### config.mk
export PLATFORM = sky130hd
export DESIGN_NAME = ps2_keycode_flat
export DESIGN_NICKNAME = d
export VERILOG_FILES = /design/src/rtl/ps2_pkg.sv /design/src/rtl/ps2_keycode_if.sv /design/src/rtl/ps2_rx.sv /design/src/rtl/ps2_keycode.sv /design/src/flat_wrapper.sv
export SDC_FILE = /design/constraint.sdc
export NUM_CORES = 1
export LEC_CHECK = 0
export BUFFER_PORTS_ARGS = -buffer_cell sky130_fd_sc_hd__buf_2
export CORE_MARGIN = 2
export CORE_UTILIZATION = 60
export DETAILED_ROUTE_END_ITERATION = 8
export PLACE_DENSITY = 0.79
export SLEW_MARGIN = 25
export SYNTH_ARGS = -nofsm -noshare
export SYNTH_HDL_FRONTEND = slang
export SYNTH_HIERARCHICAL = 1
export SYNTH_SLANG_ARGS = --single-unit
### constraint.sdc
create_clock -name Clk -period 2.8 [get_ports Clk]
set_input_delay 0.56 -clock Clk [delete_from_list [all_inputs] [get_ports Clk]]
set_output_delay 0.56 -clock Clk [all_outputs]
set_load 0.01 [all_outputs]
### src/rtl/ps2_pkg.sv
// PS/2 keyboard front end: shared enums, scan/HID constants, set-2 to HID lookup.
package ps2_pkg;

    typedef enum logic [1:0] {
        RX_IDLE,
        RX_DATA,
        RX_PARITY,
        RX_STOP
    } rx_state_t;

    typedef enum logic [1:0] {
        PFX_NONE,
        PFX_EXT,
        PFX_BRK,
        PFX_EXTBRK
    } prefix_state_t;

    // Set-2 scan codes
    localparam logic [7:0] SC_E0    = 8'hE0;
    localparam logic [7:0] SC_F0    = 8'hF0;
    localparam logic [7:0] SC_E1    = 8'hE1;
    localparam logic [7:0] SC_A     = 8'h1C;
    localparam logic [7:0] SC_D     = 8'h23;
    localparam logic [7:0] SC_W     = 8'h1D;
    localparam logic [7:0] SC_S     = 8'h1B;
    localparam logic [7:0] SC_SPACE = 8'h29;
    localparam logic [7:0] SC_ENTER = 8'h5A;
    localparam logic [7:0] SC_ESC   = 8'h76;
    localparam logic [7:0] SC_LEFT  = 8'h6B;  // E0-prefixed
    localparam logic [7:0] SC_RIGHT = 8'h74;  // E0-prefixed

    // HID usages
    localparam logic [7:0] KEY_NONE  = 8'h00;
    localparam logic [7:0] KEY_A     = 8'h04;
    localparam logic [7:0] KEY_D     = 8'h07;
    localparam logic [7:0] KEY_W     = 8'h1A;
    localparam logic [7:0] KEY_S     = 8'h16;
    localparam logic [7:0] KEY_SPACE = 8'h2C;
    localparam logic [7:0] KEY_ENTER = 8'h28;
    localparam logic [7:0] KEY_ESC   = 8'h29;
    localparam logic [7:0] KEY_LEFT  = 8'h50;
    localparam logic [7:0] KEY_RIGHT = 8'h4F;

    // Unmapped codes return KEY_NONE, which the key slot logic ignores.
    function automatic logic [7:0] set2_to_hid(input logic ext, input logic [7:0] code);
        logic [7:0] hid;
        hid = KEY_NONE;
        if (!ext) begin
            case (code)
                SC_A:     hid = KEY_A;
                SC_D:     hid = KEY_D;
                SC_W:     hid = KEY_W;
                SC_S:     hid = KEY_S;
                SC_SPACE: hid = KEY_SPACE;
                SC_ENTER: hid = KEY_ENTER;
                SC_ESC:   hid = KEY_ESC;
                default:  hid = KEY_NONE;
            endcase
        end else begin
            case (code)
                SC_LEFT:  hid = KEY_LEFT;
                SC_RIGHT: hid = KEY_RIGHT;
                default:  hid = KEY_NONE;
            endcase
        end
        return hid;
    endfunction

endpackage

### src/rtl/ps2_keycode_if.sv
// Output bundle of the keyboard front end as seen by game logic.
interface ps2_keycode_if;
    logic [7:0] key;
    logic       key_valid;
    logic [7:0] scan_code;
    logic       scan_strobe;
    logic       frame_err;

    modport master (output key, key_valid, scan_code, scan_strobe, frame_err);
    modport slave  (input  key, key_valid, scan_code, scan_strobe, frame_err);
endinterface

### src/rtl/ps2_rx.sv
// PS/2 byte receiver: 2-FF synchronisers, ps2_clk glitch filter, 11-bit frame FSM
// and inter-fall timeout. byte_o/strobe_o/err_o are registered (1 Clk after the fall).
module ps2_rx
    import ps2_pkg::*;
#(
    parameter int TIMEOUT_CYCLES = 50000,
    parameter int FILTER_LEN     = 4
) (
    input  logic       clk_i,
    input  logic       rst_ni,
    input  logic       ps2_clk_i,
    input  logic       ps2_data_i,
    output logic [7:0] byte_o,
    output logic       strobe_o,
    output logic       err_o
);

    localparam int TW = $clog2(TIMEOUT_CYCLES + 1);

    logic [1:0]            clk_sync_q, dat_sync_q;
    logic [FILTER_LEN-1:0] filt_hist_q;
    logic                  filt_q, filt_d;
    logic                  fall, data_bit;

    rx_state_t  state_q, state_d;
    logic [2:0] bit_cnt_q, bit_cnt_d;
    logic [7:0] shift_q, shift_d;
    logic       par_ok_q, par_ok_d;
    logic [TW-1:0] tmo_q, tmo_d;
    logic [7:0] byte_q, byte_d;
    logic       strobe_q, strobe_d;
    logic       err_q, err_d;

    // Filtered level only moves after FILTER_LEN identical synced samples.
    always_comb begin
        filt_d = filt_q;
        if (&filt_hist_q)       filt_d = 1'b1;
        else if (~|filt_hist_q) filt_d = 1'b0;
    end

    assign fall     = filt_q & ~filt_d;
    assign data_bit = dat_sync_q[1];

    // Synchronisers and glitch-filter history.
    always_ff @(posedge clk_i or negedge rst_ni) begin
        if (!rst_ni) begin
            clk_sync_q  <= '0;
            dat_sync_q  <= '0;
            filt_hist_q <= '0;
            filt_q      <= 1'b0;
        end else begin
            clk_sync_q  <= {clk_sync_q[0], ps2_clk_i};
            dat_sync_q  <= {dat_sync_q[0], ps2_data_i};
            filt_hist_q <= {filt_hist_q[FILTER_LEN-2:0], clk_sync_q[1]};
            filt_q      <= filt_d;
        end
    end

    // Frame FSM state and datapath registers.
    always_ff @(posedge clk_i or negedge rst_ni) begin
        if (!rst_ni) begin
            state_q   <= RX_IDLE;
            bit_cnt_q <= '0;
            shift_q   <= '0;
            par_ok_q  <= 1'b0;
            tmo_q     <= '0;
            byte_q    <= '0;
            strobe_q  <= 1'b0;
            err_q     <= 1'b0;
        end else begin
            state_q   <= state_d;
            bit_cnt_q <= bit_cnt_d;
            shift_q   <= shift_d;
            par_ok_q  <= par_ok_d;
            tmo_q     <= tmo_d;
            byte_q    <= byte_d;
            strobe_q  <= strobe_d;
            err_q     <= err_d;
        end
    end

    // Next-state: bits are taken on filtered falls; timeout aborts an unfinished frame.
    always_comb begin
        state_d   = state_q;
        bit_cnt_d = bit_cnt_q;
        shift_d   = shift_q;
        par_ok_d  = par_ok_q;
        byte_d    = byte_q;
        strobe_d  = 1'b0;
        err_d     = 1'b0;
        tmo_d     = fall ? '0 : tmo_q + TW'(1);

        case (state_q)
            RX_IDLE: begin
                tmo_d = '0;
                if (fall && !data_bit) begin
                    state_d   = RX_DATA;
                    bit_cnt_d = '0;
                end
            end
            RX_DATA: begin
                if (fall) begin
                    shift_d   = {data_bit, shift_q[7:1]};
                    bit_cnt_d = bit_cnt_q + 3'd1;
                    if (bit_cnt_q == 3'd7) state_d = RX_PARITY;
                end
            end
            RX_PARITY: begin
                if (fall) begin
                    par_ok_d = ^{shift_q, data_bit};
                    state_d  = RX_STOP;
                end
            end
            RX_STOP: begin
                if (fall) begin
                    if (data_bit && par_ok_q) begin
                        byte_d   = shift_q;
                        strobe_d = 1'b1;
                    end else begin
                        err_d = 1'b1;
                    end
                    state_d = RX_IDLE;
                end
            end
            default: state_d = RX_IDLE;
        endcase

        if (state_q != RX_IDLE && !fall && tmo_q == TW'(TIMEOUT_CYCLES - 1)) begin
            state_d = RX_IDLE;
            err_d   = 1'b1;
            tmo_d   = '0;
        end
    end

    assign byte_o   = byte_q;
    assign strobe_o = strobe_q;
    assign err_o    = err_q;

endmodule

### src/rtl/ps2_keycode.sv
// PS/2 set-2 keyboard to HID keycode front end: prefix tracking, translation, key slot.
// Build option KEY_ROLLOVER_EN adds a prev_key slot restored when the newest key is released.
module ps2_keycode
    import ps2_pkg::*;
#(
    parameter int TIMEOUT_CYCLES = 50000,
    parameter int FILTER_LEN     = 4
) (
    input  logic          Clk,
    input  logic          Reset_n,
    input  logic          ps2_clk_i,
    input  logic          ps2_data_i,
    ps2_keycode_if.master kbd
);

    logic [7:0] rx_byte;
    logic       rx_strobe, rx_err;

    ps2_rx #(
        .TIMEOUT_CYCLES (TIMEOUT_CYCLES),
        .FILTER_LEN     (FILTER_LEN)
    ) u_rx (
        .clk_i      (Clk),
        .rst_ni     (Reset_n),
        .ps2_clk_i  (ps2_clk_i),
        .ps2_data_i (ps2_data_i),
        .byte_o     (rx_byte),
        .strobe_o   (rx_strobe),
        .err_o      (rx_err)
    );

    prefix_state_t pfx_q, pfx_d;
    logic          code_vld, code_ext, code_brk;
    logic [7:0]    hid;
    logic [7:0]    key_q, key_d;
    logic          kv_q, kv_d;
`ifdef KEY_ROLLOVER_EN
    logic [7:0]    prev_q, prev_d;
`endif

    // Prefix state register.
    always_ff @(posedge Clk or negedge Reset_n) begin
        if (!Reset_n) pfx_q <= PFX_NONE;
        else          pfx_q <= pfx_d;
    end

    // Prefix next-state; flags a completed code (make/break, extended) on its strobe.
    always_comb begin
        pfx_d    = pfx_q;
        code_vld = 1'b0;
        code_ext = 1'b0;
        code_brk = 1'b0;
        if (rx_err) begin
            pfx_d = PFX_NONE;
        end else if (rx_strobe) begin
            case (pfx_q)
                PFX_NONE: begin
                    if (rx_byte == SC_E0)      pfx_d = PFX_EXT;
                    else if (rx_byte == SC_F0) pfx_d = PFX_BRK;
                    else if (rx_byte != SC_E1) code_vld = 1'b1;
                end
                PFX_EXT: begin
                    if (rx_byte == SC_F0) pfx_d = PFX_EXTBRK;
                    else begin
                        pfx_d = PFX_NONE;
                        if (rx_byte != SC_E0 && rx_byte != SC_E1) begin
                            code_vld = 1'b1;
                            code_ext = 1'b1;
                        end
                    end
                end
                default: begin  // PFX_BRK, PFX_EXTBRK
                    pfx_d = PFX_NONE;
                    if (rx_byte != SC_E0 && rx_byte != SC_F0 && rx_byte != SC_E1) begin
                        code_vld = 1'b1;
                        code_brk = 1'b1;
                        code_ext = (pfx_q == PFX_EXTBRK);
                    end
                end
            endcase
        end
    end

    assign hid = set2_to_hid(code_ext, rx_byte);

    // Key slot registers.
    always_ff @(posedge Clk or negedge Reset_n) begin
        if (!Reset_n) begin
            key_q  <= KEY_NONE;
            kv_q   <= 1'b0;
`ifdef KEY_ROLLOVER_EN
            prev_q <= KEY_NONE;
`endif
        end else begin
            key_q  <= key_d;
            kv_q   <= kv_d;
`ifdef KEY_ROLLOVER_EN
            prev_q <= prev_d;
`endif
        end
    end

    // Key update: mapped makes replace the key, a break of the key clears (or restores) it.
    always_comb begin
        key_d  = key_q;
        kv_d   = 1'b0;
`ifdef KEY_ROLLOVER_EN
        prev_d = prev_q;
`endif
        if (code_vld && hid != KEY_NONE) begin
            if (!code_brk) begin
                if (hid != key_q) begin
`ifdef KEY_ROLLOVER_EN
                    prev_d = key_q;
`endif
                    key_d = hid;
                    kv_d  = 1'b1;
                end
            end else if (hid == key_q) begin
`ifdef KEY_ROLLOVER_EN
                key_d  = prev_q;
                prev_d = KEY_NONE;
`else
                key_d  = KEY_NONE;
`endif
                kv_d = 1'b1;
            end
`ifdef KEY_ROLLOVER_EN
            else if (hid == prev_q) begin
                prev_d = KEY_NONE;
            end
`endif
        end
    end

    assign kbd.key         = key_q;
    assign kbd.key_valid   = kv_q;
    assign kbd.scan_code   = rx_byte;
    assign kbd.scan_strobe = rx_strobe;
    assign kbd.frame_err   = rx_err;

endmodule

### src/flat_wrapper.sv
// flat-port wrapper written by rule: the top's interface ports become plain ports
module ps2_keycode_flat import ps2_pkg::*;
#(
    parameter int TIMEOUT_CYCLES = 50000,
    parameter int FILTER_LEN     = 4
)
  (Clk, Reset_n, ps2_clk_i, ps2_data_i, kbd_key, kbd_key_valid, kbd_scan_code, kbd_scan_strobe, kbd_frame_err);
  ps2_keycode_if kbd_i ();
  input  logic Clk;
  input  logic Reset_n;
  input  logic ps2_clk_i;
  input  logic ps2_data_i;
  output wire logic [$bits(kbd_i.key)-1:0] kbd_key;
  output wire logic [$bits(kbd_i.key_valid)-1:0] kbd_key_valid;
  output wire logic [$bits(kbd_i.scan_code)-1:0] kbd_scan_code;
  output wire logic [$bits(kbd_i.scan_strobe)-1:0] kbd_scan_strobe;
  output wire logic [$bits(kbd_i.frame_err)-1:0] kbd_frame_err;
  assign kbd_key = kbd_i.key;
  assign kbd_key_valid = kbd_i.key_valid;
  assign kbd_scan_code = kbd_i.scan_code;
  assign kbd_scan_strobe = kbd_i.scan_strobe;
  assign kbd_frame_err = kbd_i.frame_err;
  ps2_keycode #(.TIMEOUT_CYCLES(TIMEOUT_CYCLES), .FILTER_LEN(FILTER_LEN)) u_core (.Clk(Clk), .Reset_n(Reset_n), .ps2_clk_i(ps2_clk_i), .ps2_data_i(ps2_data_i), .kbd(kbd_i));
endmodule
After elaboration in Yosys (flattened, before gate mapping)
Cells that the tools add are included.
{ "word_totals": {"regBits": 60, "output_inout_bits": 19} }
{ "op_classes": {"add_sub_neg": 2, "n_eq_ne": 32, "n_mux": 54, "bitwise_logic": 2, "n_reduce_logical": 28} }
{ "ops": {"columns": ["operator", "n"], "rows": [
  ["two-way mux 16 bit", 3],
  ["one-hot mux 6 bit (7 select lines)", 1],
  ["equality test 8 x 7 -> 1 bit (second input constant)", 4],
  ["two-way mux 8 bit", 4],
  ["two-way mux 1 bit", 27],
  ["equality test 8 x 5 -> 1 bit (second input constant)", 3],
  ["inequality test 8 bit (second input constant)", 3],
  ["two-way mux 2 bit", 11],
  ["adder 16 x 1 -> 16 bit (second input constant)", 1],
  ["equality test 16 bit (second input constant)", 1],
  ["equality test 8 x 6 -> 1 bit (second input constant)", 2],
  ["equality test 8 bit (second input constant)", 2],
  ["inequality test 3 bit (second input constant)", 5],
  ["one-hot mux 7 bit (2 select lines)", 1],
  ["AND reduction 3 bit", 3],
  ["parity 9 bit", 1],
  ["equality test 8 bit", 1],
  ["logical AND 1 bit", 8],
  ["inequality test 8 bit", 1],
  ["one-hot mux 2 bit (4 select lines)", 1],
  ["nonzero test 2 bit", 4],
  ["nonzero test 8 bit", 1],
  ["equality test 2 bit (second input constant)", 3],
  ["two-way mux 3 bit", 2],
  ["other kinds (17)", 25]
]} }

Depth between registers and ports, before layout
Gate-level depths: netlist of the first run.
{ "depth": {"word_depth": 12, "mapped_depth": 10, "mapped_depth_nobuf": 8} }

Cells and area by module
Netlist of the first run, hierarchy kept.
{ "modules_own_cells": {"columns": ["module", "instances", "cells_per_inst", "area_per_inst_um2", "seq_area_each_um2"], "rows": [
  ["ps2_rx", 1, 185, 2249.7, 1226.2],
  ["ps2_keycode", 1, 136, 1062.3, 250.2]
]} }

Worst setup path after synthesis of the first run
OpenSTA, ideal clock, no wires.
{ "synth_timing": {"kind": "reg2reg", "startpoint": "register u_core.u_rx.byte_q[1], in the netlist u_core/u_rx/byte_o[1]", "endpoint": "register u_core.key_q[2], in the netlist u_core/kbd.key[2]", "setup_time_ps": 136, "arrival_ps": 2388, "required_time_ps": 2664, "setup_slack_ps": 276, "stages_incl_launch_ff": 10, "n_path_buf": 1, "synth_period_minus_slack_ps": 2524, "path_cell_list": "dfrtp_1 > nor4bb_2 > a311oi_4 > mux2_4 > xnor2_1 > a31oi_1 > nand4_2 > buf_2 > a21oi_2 > o22ai_1"} }
{ "synth_between": {"elab_chain_cells": 11, "word_cells_on_any_way": 45, "classes_between": "17 x eq/ne; 21 x mux; 7 x reduce/logical"} }
{ "synth_rtl": {"columns": ["element", "line", "text"], "rows": [
  ["start: declaration", "ps2_rx.sv:30", "logic [7:0] byte_q, byte_d;"],
  ["start signal: assignment", "ps2_rx.sv:76", "byte_q <= byte_d;"],
  ["inequality test 8 bit, on equally long branches", "ps2_keycode.sv:66, ps2_keycode.sv:74, ps2_keycode.sv:60", null],
  ["logical AND 1 bit, on equally long branches", "ps2_keycode.sv:66, ps2_keycode.sv:74", null],
  ["two-way mux 1 bit / logical AND 1 bit (equally long branches)", "ps2_keycode.sv:66, ps2_keycode.sv:74", null],
  ["two-way mux 1 bit, on equally long branches", "ps2_keycode.sv:63, ps2_keycode.sv:74", null],
  ["one-hot mux 1 bit (2 select lines)", "ps2_keycode.sv:56", "case (pfx_q)"],
  ["two-way mux 1 bit", "ps2_keycode.sv:55", "end else if (rx_strobe) begin"],
  ["two-way mux 1 bit", "ps2_keycode.sv:53", "if (rx_err) begin"],
  ["two-way mux 8 bit", "ps2_pkg.sv:48", "if (!ext) begin"],
  ["equality test 8 bit, or another cell as far along", "ps2_keycode.sv:119", "end else if (hid == key_q) begin"],
  ["inequality test 2 bit (no source line), or another cell as far along", null, null],
  ["AND reduction 3 bit (no source line)", null, null],
  ["end signal: assignment", "ps2_keycode.sv:95", "key_q <= key_d;"],
  ["end: declaration", "ps2_keycode.sv:35", "logic [7:0] key_q, key_d;"]
]} }
Several ways; a longest one is shown, not always the timed one. The select of a mux whose other input is x is not followed.
A chain may end at the register's enable or synchronous reset.

Worst setup path after layout of the first run
{ "layout_timing": {"startpoint": "register u_core.u_rx.byte_q[3], in the netlist u_core/u_rx/byte_o[3]", "endpoint": "register u_core.key_q[2], in the netlist u_core/kbd.key[2]"} }
Same word-level chain as after synthesis.

==> flow_metrics.py, run 1 <==
metrics = {
    "setup_path": {
        "r2r_slack_ns": 0.14,
        "r2r_cells": 9,
        "r2r-start": "u_core/u_rx/byte_o[3]",
        "slowest_delay_ns": 0.57,
        "crit_cells": 9,
        "cp.arrival_ns": 2.92,
        "critPathLaunchType": "register",
        "crit_slowest_cell": "or4_4",
        "required_ns": 3.06,
        "worst-path-buf-inv": 1,
        "worstSetupPathType": "reg -> reg",
        "critPathCaptureType": "register",
        "crit-reg2reg-capture": "u_core/kbd.key[2]",
        "path_delay_family": "simple AND/OR/NAND/NOR gates",
        "crit_fanout": 16,
        "path_cells": "nand4b_1 > or4_4 > and3_1 > o211ai_1 > a31oi_1 > nand4_2 > buf_6 > mux2_2 > o22ai_1",
        "startpoint": "u_core/u_rx/byte_o[3]",
        "critPathCapture": "u_core/kbd.key[2]",
    },
    "synth": {
        "yosysUniqueCellTypes": 73,
        "syn-cell-area_sq_mm": 0.00331,
        "syn_inst": 321,
        "synth_fp_nets": 332,
        "synthArstFlopShare_pct": 100,
        "synth_top_area_share_pct": 44.6,
        "netlist_top_cells_area": "dfrtp_1, xnor2_1, mux2_4, nand2_1, mux2_2",
        "yosysTopAreaCell": "dfrtp_1",
        "syn_avg_cell_area_sq_um": 10.3,
        "ys.warnings.count": 6,
        "synth_seq_cells": 59,
        "synth_edf_count": 0,
        "synthFlopType": "dfrtp_1",
        "yosysSeqAreaShare_pct": 44.6,
    },
    "die": {
        "core_area_sq_mm": 0.00541,
        "start_util_pct": 61.3,
        "die-area_sq_mm": 0.00613,
        "die_x_um": 78.3,
        "die_height_um": 78.3,
        "row_count": 27,
        "pin_count": 23,
    },
    "routing": {
        "viasPerCell": 5.85,
        "firstDrtPassIters": 4,
        "drt-total-wl_um": 6560,
        "wl_met1_um": 3000,
        "drtIter0Drc": 133,
        "wl_met3_um": 234,
        "wl_met2_um": 3230,
        "routed.top_layer": "met4",
        "ant_nets": 0,
        "drc": 0,
        "via_count": 2528,
        "drt-wirelength-per-cell_um": 15.2,
    },
    "cells_and_area": {
        "final_nets": 366,
        "syn_to_final_growth_pct": 14.6,
        "n_fill_cell": 403,
        "antennaDiodeCount": 0,
        "drive_gt1_share_pct": 25.3,
        "finalNonFillerCells": 432,
    },
    "grt": {
        "grt_max_degree": 60,
        "grt_pass1_vias": 2379,
        "grt_usage_pct": 24.0,
        "antenna_found_initial": 0,
        "grt-ovfl-total": 0,
        "grt_pass1_wl_um": 11300,
    },
    "clock_tree": {
        "cts_hold_buf": 0,
        "cts_setup_buffers": 0,
        "ctsHtreeMaxLevel": 3,
        "cts_buffers": 9,
        "postCtsResizedCells": 0,
        "clk_latency_ns": 0.35,
        "clkTransAtPathRegs_ns": 0.07,
        "root_buffer": "clkbuf_8",
        "cts_max_path_buffers": 2,
        "tritoncts": "yes",
        "clkSinkCount": 59,
    },
    "outcome": {
        "status": "completed",
    },
    "sta": {
        "worstMarginPinSlew_ns": 0.678,
        "hold_viol_final": 0,
        "fmax_ghz": 0.376,
        "fin_crit_ns": 2.66,
        "setup_violations": 0,
        "clock_skew_ns": 0.00945,
        "relSlewSlack_pct": 54.8,
        "slew_violations": 0,
        "period_share_pct": 95.1,
        "fin_setup_tns_ns": 0,
        "worst_slack_ns": 0.138,
        "rsz0062_at_grt": "false",
        "whs_ns": 0.196,
    },
    "power": {
        "p_sw_share_pct": 29.2,
        "power_frac_clock_pct": 38.2,
        "ir_worst_vdd_uv": 631,
        "p_leak_nw": 1.69,
        "intPower_mw": 1.51,
        "power.switching_mw": 0.623,
        "p_seq_share_pct": 44.8,
        "pwr-share-comb_pct": 17.0,
        "p_per_area_mw_per_mm2": 561,
    },
    "place": {
        "gp_congestion": 0.921,
        "port_buffers": 21,
        "dp_slack_ns": 0.0997,
        "dp.cells": 416,
        "hpwl_um": 4380,
    },
    "flow_run": {
        "max_cap_viol_count": 0,
    },
    "hold_path": {
        "hold_class": "in -> async",
    },
}
## state kept, by name, summed over array words and instances (netlist names), 2 cells and up
register	count
u_core/u_rx/shift_q	8
u_core/pfx_q	2
u_core/u_rx/byte_o	8
u_core/u_rx/filt_hist_q	4
u_core/u_rx/bit_cnt_q	3
u_core/u_rx/clk_sync_q	2
u_core/u_rx/tmo_q	16
u_core/u_rx/state_q	2
u_core/u_rx/dat_sync_q	2
u_core/kbd.key	7
## power by group through the flow
stage               Combinational (mW)  Sequential (mW)  Clock, mW
global route                     0.407            0.964      0.870
finish                           0.361            0.955      0.814
CTS                              0.366            0.954      0.826
detailed placement               0.356            0.970          0
floorplan                        0.294            0.961          0
global placement                 0.344            0.969          0
## stage by stage
stage          power (mW)  utilization [%]  cell area, sq um
2_1_floorplan        1.25                -              3310
3_3_place_gp         1.31             65.7              3550
3_5_place_dp         1.33             65.7              3550
6_report             2.13             70.2              3790
4_1_cts              2.15             69.6              3760
5_1_grt              2.24             70.2              3790
## cell families (layout without fill, tap and decap cells)
kind of cell,Yosys count,in the layout,synth area share (%)
AOI/OAI and AO/OA,46,46,10.5
xor gates and xnor gates,25,25,6.61
adders and majority gates,7,7,2.64
buffers and inverters,21,60,3.06
DFF,59,59,44.6
muxes,18,18,6.99
other,1,1,0.113
and+or+nand+nor,144,144,25.5
## layout make-up
type | count | area [sq um] | share of cell area, %
inverters | 11 | 41.3 | 1.09
repair buffers | 33 | 211 | 5.57
clock inverters | 5 | 61.3 | 1.62
multi-input cells | 241 | 1760 | 46.4
clock buffers | 11 | 151 | 3.99
flip-flops and latches | 59 | 1480 | 39.0
well taps | 72 | 90.1 | 2.37
## worst min-delay path by stage
stage                                    from                        end  slack, ns  cells after the start
floorplan                             Reset_n          u_core/kbd.key[0]       0.26                      0
global placement    u_core/u_rx/dat_sync_q[0]  u_core/u_rx/dat_sync_q[1]       0.34                      0
detailed placement  u_core/u_rx/dat_sync_q[0]  u_core/u_rx/dat_sync_q[1]       0.34                      0
CTS                                   Reset_n     u_core/u_rx/shift_q[3]       0.22                      2
global route                          Reset_n     u_core/u_rx/shift_q[4]       0.22                      2
finish                                Reset_n     u_core/u_rx/shift_q[3]       0.20                      2
## worst register-to-register path, stage by stage, from the launching register on
cell and delay [ns]:
dfrtp_2 0.47, nand4b_1 0.27, or4_4 0.57, and3_1 0.18, o211ai_1 0.20, a31oi_1 0.12, nand4_2 0.11, buf_6 0.17
mux2_2 0.34, o22ai_1 0.15
## cell usage after synthesis, drive strengths merged (4+ instances only)
master and count:
inv 11, nor2 26, nand3 15, nor4 4, ha 7, xnor2 18, nor3 11, nor3b 4
o211ai 4, xor2 7, nand4 11, a21oi 5, clkbuf 4, buf 6, o21ai 10, dfrtp 59
and3 5, mux2 17, nand2b 10, nand2 32
## routing by layer
metal / up-vias / global-route usage [%]
li1: 1224 / -
met1: 1251 / 31.7
met2: 43 / 38.3
met3: 10 / 5.29
met4: 0 / 10.2
met5: - / 0
## placed cells by master, fill, tap and decap left out, drive strengths merged, types with 3 or more instances in the layout
cell type,count
o211ai,4
nor3b,4
dfrtp,59
nor2,26
or3,3
o21ai,10
a31oi,3
a21oi,5
nand4,11
or3b,3
a211o,3
and3,5
xor2,7
or2,3
nand2b,10
inv,11
buf,33
ha,7
mux2,17
nand3,15
clkinvlp,3
nand2,32
clkbuf,11
nor4,4
xnor2,18
nor3,11
(Power assumes the default switching activity.)
==> run 2, diff against run 1 <==
--- a/config.mk
+++ b/config.mk
@@ -10,8 +10,8 @@
 export CORE_UTILIZATION = 60
 export DETAILED_ROUTE_END_ITERATION = 8
 export PLACE_DENSITY = 0.79
+export RECOVER_POWER = 100
 export SLEW_MARGIN = 25
 export SYNTH_ARGS = -nofsm -noshare
 export SYNTH_HDL_FRONTEND = slang
-export SYNTH_HIERARCHICAL = 1
 export SYNTH_SLANG_ARGS = --single-unit
==> flow_metrics.py, run 2 <==
metrics = {
    "power": {
        "p_leak_nw": 1.66,
        "p_per_area_mw_per_mm2": 515,
        "ir_worst_vdd_uv": 524,
    },
    "hold_path": {
        "hold_class": "in -> reg",
    },
    "routing": {
        "viasPerCell": 6.02,
        "drt-total-wl_um": 7090,
        "via_count": 2731,
        "firstDrtPassIters": 4,
        "drc": 0,
        "drt-wirelength-per-cell_um": 15.6,
        "drtIter0Drc": 236,
        "ant_nets": 0,
    },
    "sta": {
        "relSlewSlack_pct": 2.35,
        "hold_viol_final": 0,
        "worst_slack_ns": 0.125,
        "fmax_ghz": 0.374,
        "clock_skew_ns": 0.00952,
        "period_share_pct": 95.5,
        "fin_crit_ns": 2.67,
        "slew_violations": 0,
        "worstMarginPinSlew_ns": 1.46,
        "setup_violations": 0,
    },
    "synth": {
        "synth_top_area_share_pct": 43.0,
        "yosysSeqAreaShare_pct": 43.0,
        "syn_inst": 349,
        "synth_edf_count": 0,
        "netlist_top_cells_area": "dfrtp_1, nand2_1, xnor2_1, mux2_2, nor2_1",
        "synthFlopType": "dfrtp_1",
        "yosysMostFrequentCell": "dfrtp_1",
        "synth_seq_cells": 59,
        "syn_avg_cell_area_sq_um": 9.84,
        "syn-cell-area_sq_mm": 0.00343,
        "synth_fp_nets": 360,
        "synthArstFlopShare_pct": 100,
        "ys.warnings.count": 0,
        "synth_commonest_cells": "dfrtp_1, nand2_1, nor2_1",
        "yosysUniqueCellTypes": 64,
        "yosysTopAreaCell": "dfrtp_1",
    },
    "cells_and_area": {
        "syn_to_final_growth_pct": 10.3,
        "finalNonFillerCells": 454,
        "final_nets": 389,
        "final_cell_mix": "dfrtp_1, nand2_1, nor2_1",
        "top_register": "u_core.u_rx.tmo_q",
        "utilization_pct": 68.8,
        "antennaDiodeCount": 0,
        "largest_reg_flops": 16,
        "drive_gt1_share_pct": 18.3,
        "n_fill_cell": 431,
        "final_common_cell": "dfrtp_1",
    },
    "clock_tree": {
        "root_buffer": "clkbuf_8",
        "tritoncts": "yes",
        "cts_max_path_buffers": 2,
        "cts_hold_buf": 0,
        "clkSinkCount": 59,
        "clkTransAtPathRegs_ns": 0.07,
        "clk_latency_ns": 0.34,
        "cts_buffers": 9,
        "ctsHtreeMaxLevel": 3,
    },
    "place": {
        "hpwl_um": 5000,
        "gp_congestion": 0.806,
        "port_buffers": 21,
        "dp.cells": 439,
        "dp_slack_ns": 0.0813,
    },
    "die": {
        "die_height_um": 79.6,
        "row_count": 27,
        "die-area_sq_mm": 0.00634,
        "start_util_pct": 62.3,
        "pin_count": 23,
        "core_area_sq_mm": 0.00551,
        "die_x_um": 79.6,
    },
    "setup_path": {
        "crit_fanout": 11,
        "critPathLaunchType": "register",
        "cp.arrival_ns": 2.90,
        "critPathCaptureType": "register",
        "slowest_delay_ns": 0.48,
        "path_cells": "nand4bb_4 > or4_4 > o221ai_1 > or4b_1 > a2bb2oi_2 > buf_4 > a22oi_1 > a311o_1",
        "crit_slowest_cell": "or4b_1",
        "worstSetupPathType": "reg -> reg",
        "required_ns": 3.02,
    },
    "grt": {
        "antenna_found_initial": 0,
        "grt_max_degree": 32,
        "grt_usage_pct": 24.6,
        "grt_pass1_vias": 2598,
        "grt_pass1_wl_um": 12100,
        "grt-ovfl-total": 0,
    },
    "outcome": {
        "status": "completed",
    },
    "flow_run": {
        "max_cap_viol_count": 0,
    },
}
==> run 2: metrics by stage <==
step	hold slack [ns]	TNS (ns)	area, sq um	power (mW)
after floorplan	0.264	0	3430	1.20
after global placement	0.336	0	3640	1.26
after detailed placement	0.340	0	3640	1.29
after CTS	0.253	0	3810	1.98
after global routing	0.320	-0.0283	3790	2.06
final	0.330	0	3790	1.95
==> run 2: per-layer routing <==
layer	share of wire, %	global-route usage (%)	wire, um
met3	3.5	4.41	247
met4	1.5	9.14	103
met2	50	40.2	3570
met1	45	32.9	3170
met5	0	0	0
==> run 2: kinds of logic (layout without fill, tap and decap cells) <==
kind of cell | Yosys count | in the layout | share of synthesized area, %
other cells | 1 | 1 | 0.109
fa+ha+maj | 7 | 7 | 2.55
simple gates | 165 | 165 | 27.0
xor+xnor | 25 | 25 | 6.38
compound gates | 56 | 56 | 13.0
flops | 59 | 59 | 43.0
mux | 12 | 12 | 3.86
buf+inv | 24 | 57 | 4.04
==> run 2: layout make-up <==
type	instances	area, sq um	area share, %
multi-input combinational	266	1830	48.3
clock buffer	10	138	3.63
sequential	59	1480	39.2
inverter	5	18.8	0.495
clock inverter	5	30.0	0.793
timing repair buffer	37	196	5.18
tap	72	90.1	2.38
==> run 2: timing repair <==
| action | 4_1_cts | 5_1_grt |
|---|---|---|
| resized for setup | 0 | 10 |
| setup buffers | 0 | 0 |
| setup endpoints to repair | 0 | 7 |
==> run 2: where the power goes <==
| group | switching [mW] | internal (mW) |
|---|---|---|
| combinational | 0.204 | 0.122 |
| clock | 0.331 | 0.334 |
| sequential | 0.0491 | 0.912 |
| total | 0.583 | 1.37 |
==> run 2: path summary, 6_finish.rpt <==
kind	from	to	slack, ns	cells past startpoint
max in group asynchronous	Reset_n	u_core.u_rx.byte_o[6]	0.76	2
worst max-delay path	u_core.u_rx.byte_o[0]	u_core.kbd.key[3]	0.13	8
worst max register to register	u_core.u_rx.byte_o[0]	u_core.kbd.key[3]	0.13	8
worst min register to register	u_core.u_rx.dat_sync_q[0]	u_core.u_rx.dat_sync_q[1]	0.35	0
min in group asynchronous	Reset_n	u_core.u_rx.dat_sync_q[0]	0.56	1
worst min-delay path	ps2_data_i	u_core.u_rx.dat_sync_q[0]	0.33	1
==> run 2: worst max-delay path: cells and delay by family, from the launching register on <==
family / cells / cell delay [ns]
buffers and inverters: 1 / 0.17
flip-flops: 1 / 0.43
AO/OA/AOI/OAI: 4 / 0.75
AND/OR/NAND/NOR: 3 / 1.21
==> run 3, diff against run 2 <==
--- a/config.mk
+++ b/config.mk
@@ -14,4 +14,5 @@
 export SLEW_MARGIN = 25
 export SYNTH_ARGS = -nofsm -noshare
 export SYNTH_HDL_FRONTEND = slang
+export SYNTH_HIERARCHICAL = 1
 export SYNTH_SLANG_ARGS = --single-unit
==> constraint.sdc (replaced) <==
create_clock -name Clk -period 2.72 [get_ports Clk]
set_input_delay 0 -clock Clk [delete_from_list [all_inputs] [get_ports Clk]]
set_output_delay 0 -clock Clk [all_outputs]
set_load 0.01 [all_outputs]
==> flow_metrics.py, run 3 (synthesized netlist as in run 1, its figures left out) <==
metrics = {
    "outcome": {
        "status": "finished, violations left",
        "violations": "capacitance limit, slew limit",
    },
    "grt": {
        "grt-ovfl-total": 0,
        "grt_usage_pct": 25.3,
        "grt_pass1_wl_um": 12000,
        "grt_max_degree": 33,
        "antenna_found_initial": 0,
        "grt_pass1_vias": 2482,
    },
    "routing": {
        "drtIter0Drc": 133,
        "via_count": 2598,
        "wl_met2_um": 3430,
        "drt-wirelength-per-cell_um": 15.8,
        "viasPerCell": 5.83,
        "drc": 0,
        "routed.top_layer": "met4",
        "firstDrtPassIters": 4,
        "ant_nets": 0,
        "wl_met3_um": 238,
        "drt-total-wl_um": 7030,
        "wl_met1_um": 3180,
    },
    "sta": {
        "clock_skew_ns": 0.00577,
        "slew_violations": 29,
        "relSlewSlack_pct": -2.47,
        "fin_crit_ns": 2.63,
        "fmax_ghz": 0.380,
        "worstMarginPinSlew_ns": 1.54,
        "fin_setup_tns_ns": 0,
        "setup_violations": 0,
        "hold_viol_final": 0,
        "whs_ns": 0.306,
        "period_share_pct": 96.8,
        "rsz0062_at_grt": "true",
    },
    "cells_and_area": {
        "final_common_cell": "dfrtp_1",
        "drive_gt1_share_pct": 25.9,
        "syn_to_final_growth_pct": 18.1,
        "finalNonFillerCells": 446,
        "multi_input_area_sq_mm": 0.00178,
        "seqCellArea_sq_mm": 0.00148,
        "final_cell_mix": "dfrtp_1, nand2_1, nor2_1",
        "n_fill_cell": 390,
        "final_nets": 382,
        "antennaDiodeCount": 0,
        "largest_reg_flops": 16,
        "top_register": "u_core/u_rx/tmo_q",
    },
    "die": {
        "row_count": 27,
        "die_x_um": 78.3,
        "core_area_sq_mm": 0.00541,
        "pin_count": 23,
        "start_util_pct": 61.3,
        "die_height_um": 78.3,
        "die-area_sq_mm": 0.00613,
    },
    "clock_tree": {
        "ctsHtreeMaxLevel": 3,
        "cts_buffers": 9,
        "root_buffer": "clkbuf_8",
        "tritoncts": "yes",
        "clkTransAtPathRegs_ns": 0.06,
        "clkSinkCount": 59,
        "clk_latency_ns": 0.33,
        "cts_max_path_buffers": 2,
    },
    "place": {
        "hpwl_um": 4940,
        "gp_congestion": 0.890,
        "port_buffers": 21,
        "dp.cells": 424,
    },
    "setup_path": {
        "cp.arrival_ns": 2.85,
        "critPathCaptureType": "register",
        "r2r-start": "u_core/u_rx/byte_o[3]",
        "critPathLaunchType": "register",
        "worstSetupPathType": "reg -> reg",
        "crit_fanout": 11,
        "required_ns": 2.94,
        "startpoint": "u_core/u_rx/byte_o[3]",
    },
    "power": {
        "ir_worst_vdd_uv": 576,
        "p_per_area_mw_per_mm2": 551,
        "p_leak_nw": 1.74,
    },
    "hold_path": {
        "hold_start": "ps2_clk_i",
        "hold_class": "in -> reg",
    },
    "flow_run": {
        "max_cap_viol_count": 1,
    },
}
-- run 3: changes by cell type in the layout (fill, tap and decap cells not counted), sizes merged, moves of 5 or more --
cell	before	now
buf	21	39
nand4	4	11
clkbuf	26	19
inv	4	11
a311o	6	1
nand2	50	32
and2	9	2
mux2	10	17
nand2b	4	10
-- run 3: cell type report --
class / count / share of cell area, %
inverter: 11 / 1.06
timing repair buffer: 49 / 8.06
sequential: 59 / 37.9
clock inverter: 2 / 0.896
clock buffer: 12 / 4.22
multi-input combinational: 241 / 45.6
tap: 72 / 2.30
-- run 3: path summary, 6_finish.rpt --
kind / end / slack [ns] / cells past startpoint
max: u_core/kbd.key[3] / 0.09 / 10
min: u_core/u_rx/clk_sync_q[0] / 0.31 / 2
max reg2reg: u_core/kbd.key[3] / 0.09 / 10
min reg2reg: u_core/u_rx/clk_sync_q[1] / 0.35 / 0
max in group asynchronous: u_core/u_rx/byte_o[0] / 0.97 / 3
min in group asynchronous: u_core/pfx_q[1] / 0.57 / 2
-- run 3: critical path: stages, from the launching register on --
cell	delay [ns]
dfrtp_2	0.46
nand4b_1	0.20
or4_1	0.62
nand2_2	0.16
buf_4	0.12
a21boi_1	0.24
o31ai_1	0.12
buf_4	0.20
nor3_1	0.22
o21ai_2	0.08
o311ai_2	0.09
-- run 3: timing repair --
| action | in CTS | in global routing |
|---|---|---|
| setup buffers | 0 | 5 |
| gates resized for setup | 0 | 16 |
| setup endpoints to repair | 0 | 7 |
| endpoints found under the hold margin | 29 | 0 |
| hold buffers | 3 | 0 |
-- run 3: power by group --
part / internal (mW) / total, mW / switching [mW]
clock network: 0.486 / 0.808 / 0.322
logic: 0.143 / 0.365 / 0.222
registers: 0.935 / 0.984 / 0.0487
total: 1.56 / 2.16 / 0.593
-- run 3: metrics by stage --
stage                     util [%]  total power, mW  setup WS [ns]  instance area, sq um
after floorplan                  -             1.29          0.196                  3310
after global placement        66.6             1.35          0.151                  3600
after detailed placement      66.6             1.36         0.0383                  3600
after CTS                     70.8             2.18         0.0113                  3830
after global routing          72.4             2.27        -0.0809                  3910
final                         72.4             2.16         0.0879                  3910
-- run 3: layer usage --
metal | track usage, % | vias up
li1 | - | 1255
met3 | 4.25 | 17
met2 | 40.6 | 55
met1 | 33.8 | 1271
met5 | 0 | -
met4 | 11.8 | 0
